`src/rtl/shift_pkg.sv`:
```
// Shared definitions for the iterative shift unit.
// Used by the right shifter and the ALU decoder.
package shift_pkg;

  localparam int WIDTH_DEF   = 32;
  localparam int SHAMT_W_DEF = $clog2(WIDTH_DEF);

  localparam logic SHIFT_LOGICAL = 1'b0;
  localparam logic SHIFT_ARITH   = 1'b1;

  typedef enum logic [1:0] {
    S_IDLE  = 2'd0,
    S_SHIFT = 2'd1,
    S_DONE  = 2'd2
  } state_t;

  // Width of a stage index able to hold 0..sw-1.
  function automatic int stage_idx_w(input int sw);
    return (sw > 1) ? $clog2(sw) : 1;
  endfunction

endpackage

```
`src/rtl/right_shift_stage.sv`:
```
// One conditional right-shift stage by 2^k.
// Vacated upper bits take the fill bit.
module right_shift_stage
  import shift_pkg::*;
#(
  parameter int WIDTH   = WIDTH_DEF,
  parameter int SHAMT_W = $clog2(WIDTH),
  parameter int KW      = stage_idx_w(SHAMT_W)
) (
  input  logic [WIDTH-1:0] i_data,
  input  logic [KW-1:0]    i_k,
  input  logic             i_en,
  input  logic             i_fill,
  output logic [WIDTH-1:0] o_data
);

  logic [SHAMT_W:0] w_amt;
  logic [WIDTH-1:0] w_mask;
  logic [WIDTH-1:0] w_shr;

  // Shift by 2^k and OR the fill into the vacated top bits.
  always_comb begin
    w_amt  = (SHAMT_W+1)'(1) << i_k;
    w_mask = ~({WIDTH{1'b1}} >> w_amt);
    w_shr  = i_data >> w_amt;
    o_data = i_data;
    if (i_en) begin
      o_data = w_shr | (i_fill ? w_mask : '0);
    end
  end

endmodule

```
`src/rtl/right_shift_unit.sv`:
```
// Iterative right shifter: one binary stage per clock,
// largest stage first, valid/ready on both sides.
module right_shift_unit
  import shift_pkg::*;
#(
  parameter int WIDTH   = WIDTH_DEF,
  parameter int SHAMT_W = $clog2(WIDTH)
) (
  input  logic               clk,
  input  logic               rst_n,
  input  logic               in_valid,
  output logic               in_ready,
  input  logic [WIDTH-1:0]   in_data,
  input  logic [SHAMT_W-1:0] in_shamt,
  input  logic               in_arith,
  output logic               out_valid,
  input  logic               out_ready,
  output logic [WIDTH-1:0]   out_data,
  output logic               busy
);

  localparam int KW = stage_idx_w(SHAMT_W);
  localparam logic [KW-1:0] K_TOP = KW'(SHAMT_W-1);

  state_t             r_state;
  state_t             w_next;
  logic [KW-1:0]      r_k;
  logic [WIDTH-1:0]   r_work;
  logic [WIDTH-1:0]   r_out;
  logic [SHAMT_W-1:0] r_shamt;
  logic               r_fill;
  logic               r_valid;
  logic               w_accept;
  logic               w_bit;
  logic               w_last;
  logic [WIDTH-1:0]   w_stage;

  assign in_ready  = (r_state == S_IDLE);
  assign busy      = (r_state == S_SHIFT) || (r_state == S_DONE);
  assign out_valid = r_valid;
  assign out_data  = r_out;

  assign w_accept = in_valid && in_ready;
  assign w_last   = (r_k == '0);
  assign w_bit    = |(r_shamt & (SHAMT_W'(1) << r_k));

  right_shift_stage #(
    .WIDTH   (WIDTH),
    .SHAMT_W (SHAMT_W),
    .KW      (KW)
  ) u_stage (
    .i_data (r_work),
    .i_k    (r_k),
    .i_en   (w_bit),
    .i_fill (r_fill),
    .o_data (w_stage)
  );

  // State register.
  always_ff @(posedge clk or negedge rst_n) begin
    if (!rst_n) begin
      r_state <= S_IDLE;
    end else begin
      r_state <= w_next;
    end
  end

  // Next-state decode; unknown encodings fall back to IDLE.
  always_comb begin
    w_next = S_IDLE;
    case (r_state)
      S_IDLE:  w_next = w_accept ? S_SHIFT : S_IDLE;
      S_SHIFT: w_next = w_last ? S_DONE : S_SHIFT;
      S_DONE:  w_next = out_ready ? S_IDLE : S_DONE;
      default: w_next = S_IDLE;
    endcase
  end

  // Operand capture, stage stepping and result register.
  always_ff @(posedge clk or negedge rst_n) begin
    if (!rst_n) begin
      r_k     <= K_TOP;
      r_work  <= '0;
      r_out   <= '0;
      r_shamt <= '0;
      r_fill  <= 1'b0;
      r_valid <= 1'b0;
    end else begin
      if (w_accept) begin
        r_work  <= in_data;
        r_shamt <= in_shamt;
        r_fill  <= (in_arith == SHIFT_ARITH) & in_data[WIDTH-1];
        r_k     <= K_TOP;
      end else if (r_state == S_SHIFT) begin
        r_work <= w_stage;
        if (w_last) begin
          r_out   <= w_stage;
          r_valid <= 1'b1;
        end else begin
          r_k <= r_k - 1'b1;
        end
      end else if (r_state == S_DONE) begin
        if (out_ready) begin
          r_valid <= 1'b0;
          r_k     <= K_TOP;
        end
      end else begin
        r_valid <= 1'b0;
      end
    end
  end

endmodule

```
`config.mk`:
```
export PLATFORM = sky130hd
export DESIGN_NAME = right_shift_unit
export DESIGN_NICKNAME = d
export VERILOG_FILES = /design/src/rtl/shift_pkg.sv /design/src/rtl/right_shift_stage.sv /design/src/rtl/right_shift_unit.sv
export SDC_FILE = /design/constraint.sdc
export NUM_CORES = 1
export LEC_CHECK = 0
export BUFFER_PORTS_ARGS = -buffer_cell sky130_fd_sc_hd__buf_2
export CAP_MARGIN = 20
export CORE_MARGIN = 1.5
export CORE_UTILIZATION = 39
export CTS_BUF_LIST = sky130_fd_sc_hd__clkbuf_16
export DETAILED_ROUTE_END_ITERATION = 10
export PLACE_DENSITY = 0.62
export SLEW_MARGIN = 0
export SYNTH_ARGS = -nofsm -noshare
export SYNTH_HDL_FRONTEND = slang
export SYNTH_HIERARCHICAL = 1
export SYNTH_SLANG_ARGS = --single-unit
```
`constraint.sdc`:
```
create_clock -name clk -period 2.4 [get_ports clk]
set_input_delay 0.24 -clock clk [delete_from_list [all_inputs] [get_ports clk]]
set_output_delay 0.24 -clock clk [all_outputs]
set_load 0.01 [all_outputs]
```
==> metrics.txt <==
status finished with violations; failing checks negative setup slack; design area 6576 um2; Core Area 13190 um2; post-route minimum period 2415 ps; Post-Syn Instances 548; RSZ-0062 raised after global routing true; Final period util 100.6%; Post-Route WL 15450 um; TritonCTS clock tree done; number of synthesized flops with an enable pin 0; final net count 703; HPWL Detailed 10680 um; number of port buffers 76; Top-Level Pins 77; largest net degree at the start of global routing 57; slew margin rel. 61.76%; Layout area overhead 24.93%; vias in the first global route 4673; cell mode on critical path buf_6; ys async rst share 100.0%; Syn. warnings 6; gpl congestion 0.9157; post-route ant nets 0; drt first pass iters 5; most common cell after layout, fill and taps aside nand2_1; Remaining Overflow, GRT 0; cell count after placement 795; synthesized area 5264 um2; max-slew violation count 0; routed via count 4570; non-filler instance count after layout 829; Iter 0 DRT Violations 296; Global Route Usage Sum 22.24%; FILL cells 1297; die height 119.2 um; CTS buffer count 9; CTS clk-pin slew, worst paths 60 ps; DRC viols 0; dpl cell area 5899 um2; antenna violations before repair 0; peak supply drop 0.7318 mV; dominant synthesized flop cell dfrtp_1; Power Density 1644 nW/um2; Core Rows 42; slowest stage delay, CP 450 ps; Highest Clock Rate 0.4142 GHz; Slew @ Worst Pin 571.9 ps; Syn Nets 603; LEAKAGE 0.002982 uW; Final WS setup -14.54 ps; crit path launch type register; worst-path fanout max 4; die area 14200 um2; clk root buf clkbuf_16; final hold slack 77.21 ps; CTS sink cnt 76; Setup CP Type reg -> reg; CP required 2670 ps; antenna diode count 0; htree depth 3; setup TNS -22.40 ps; Slowest-stage cell, CP dfrtp_2; # Max-Cap Violations 0; hold crit path type in -> reg; Hold Vio Cnt, Final 0; die width 119.2 um; starting density of the core 39.91%; Worst-Skew Late Latency 350 ps; Critical Path Sink Type register; layout cells sized above 1 35.83%; Synth Register Bits 76; area of the multi-input gates 3256 um2; Final Setup Violations 2; Vias/cell 5.513; Wirelength per Cell 18.64 um; post-synthesis sequential area ratio 36.15%; CP Data Arrival Time 2690 ps; Avg Inst Size Synth 9.605 um2; CTS max path bufs 2; crit-path cells buf_6, ha_4, a222oi_1, o21ai_4, buf_6, buf_6, o21a_1, a211oi_2, buf_4, mux2i_1, o21ai_1; Reg area 1906 um2; first-pass GRT wire length 24850 um; commonest cells after routing, fill and taps aside 78 x nand2_1, 75 x buf_2, 73 x dfrtp_1; Worst Skew 6.207 ps; post-synthesis cell type count 59
-- cell usage after synthesis (2+ instances only) --
cell type	number	area [um2]
a21oi_1	30	150.1
buf_2	13	65.06
nand3_1	3	15.01
nand4_1	3	18.77
mux2_2	6	67.56
inv_1	9	33.78
nor2_1	37	138.9
ha_1	13	162.7
o21ai_0	60	300.3
a221oi_1	4	35.03
a31oi_1	6	37.54
and2_1	2	12.51
buf_4	10	75.07
mux2_4	29	435.4
nor3b_1	4	30.03
nor2b_1	7	43.79
buf_6	10	112.6
mux2i_1	46	460.4
o32a_1	3	30.03
dfrtp_1	75	1877
o221a_2	2	22.52
mux4_2	10	225.2
a211oi_1	7	52.55
o22ai_1	9	56.30
o31ai_1	2	15.01
a21o_1	3	22.52
a22o_1	2	17.52
a21boi_0	4	30.03
nand2b_1	13	81.33
nand2_1	79	296.5
and3_1	2	12.51
or3_1	3	18.77
clkbuf_1	10	37.54
nor3_1	5	25.02
o2bb2ai_1	2	17.52
o32ai_1	2	17.52
-- per-stage QoR --
stage | util [%] | setup slack, ps | total power (uW)
floorplan | - | 164.9 | 6819
global route | 49.86 | -159.7 | 11590
CTS | 47.04 | -84.17 | 9908
finish | 49.86 | -14.54 | 10810
global placement | 44.73 | -94.75 | 8450
detailed placement | 44.73 | -235.5 | 8573
-- logic make-up (layout without fill, tap and decap cells) --
group / Yosys count / in the layout / share of synthesized area (%)
flip-flops: 76 / 76 / 36.15
adder cells (fa/ha/maj): 13 / 13 / 3.090
multiplexers: 91 / 91 / 22.58
AND/OR/NAND/NOR: 161 / 161 / 13.76
AO/OA/AOI/OAI: 152 / 152 / 18.04
buffers and inverters: 55 / 160 / 6.370
-- worst max-delay path, delay by kind of cell, from the launching register on --
kind | cells | cell delay [ps]
AO/OA/AOI/OAI | 5 | 1120
buffers and inverters | 4 | 560
flip-flops | 1 | 450
adder cells (fa/ha/maj) | 1 | 140
multiplexers | 1 | 60
-- metal layers --
metal | routed length, um | global-route usage [%]
met5 | 0 | 0
met4 | 371 | 8.133
met3 | 557 | 3.975
met2 | 7439 | 36.31
met1 | 7086 | 29.53
-- registers in the layout, indices dropped and copies added, names as in the netlist --
signal     count
r_shamt        5
r_k            3
r_state        2
out_data      32
r_fill         1
out_valid      1
r_work        32
-- area by class of cell --
type / count / area share [%]
Clock buffer: 9 / 3.425
Clock inverter: 7 / 0.4186
Timing Repair Buffer: 133 / 13.70
Inverter: 11 / 0.6279
Sequential cell: 76 / 28.98
Tap cell: 176 / 3.349
Multi-Input combinational cell: 417 / 49.51
-- what timing repair did --
action                                  4_1_cts  5_1_grt
gates resized for setup                       7       78
endpoints found under the setup margin       20       54
pin swaps                                     4       30
hold endpoints to repair                     36        0
hold buffers                                  1        0
setup buffers                                 3       14
-- worst paths after layout --
check	start	to	slack, ps	depth (start not counted)
setup / recovery	r_k[1]	r_work[15]	-10	11
hold / removal	in_shamt[1]	r_shamt[1]	80	3
setup reg to reg	r_k[1]	r_work[15]	-10	11
hold reg to reg	r_shamt[4]	r_shamt[4]	490	2
max in group asynchronous	rst_n	r_k[2]	1320	3
min in group asynchronous	rst_n	out_data[14]	420	2
-- report_power, final --
group	switching, uW	internal (uW)
clock network	519	675
logic	3470	3380
registers	824	1950
(Power assumes the default switching activity.)
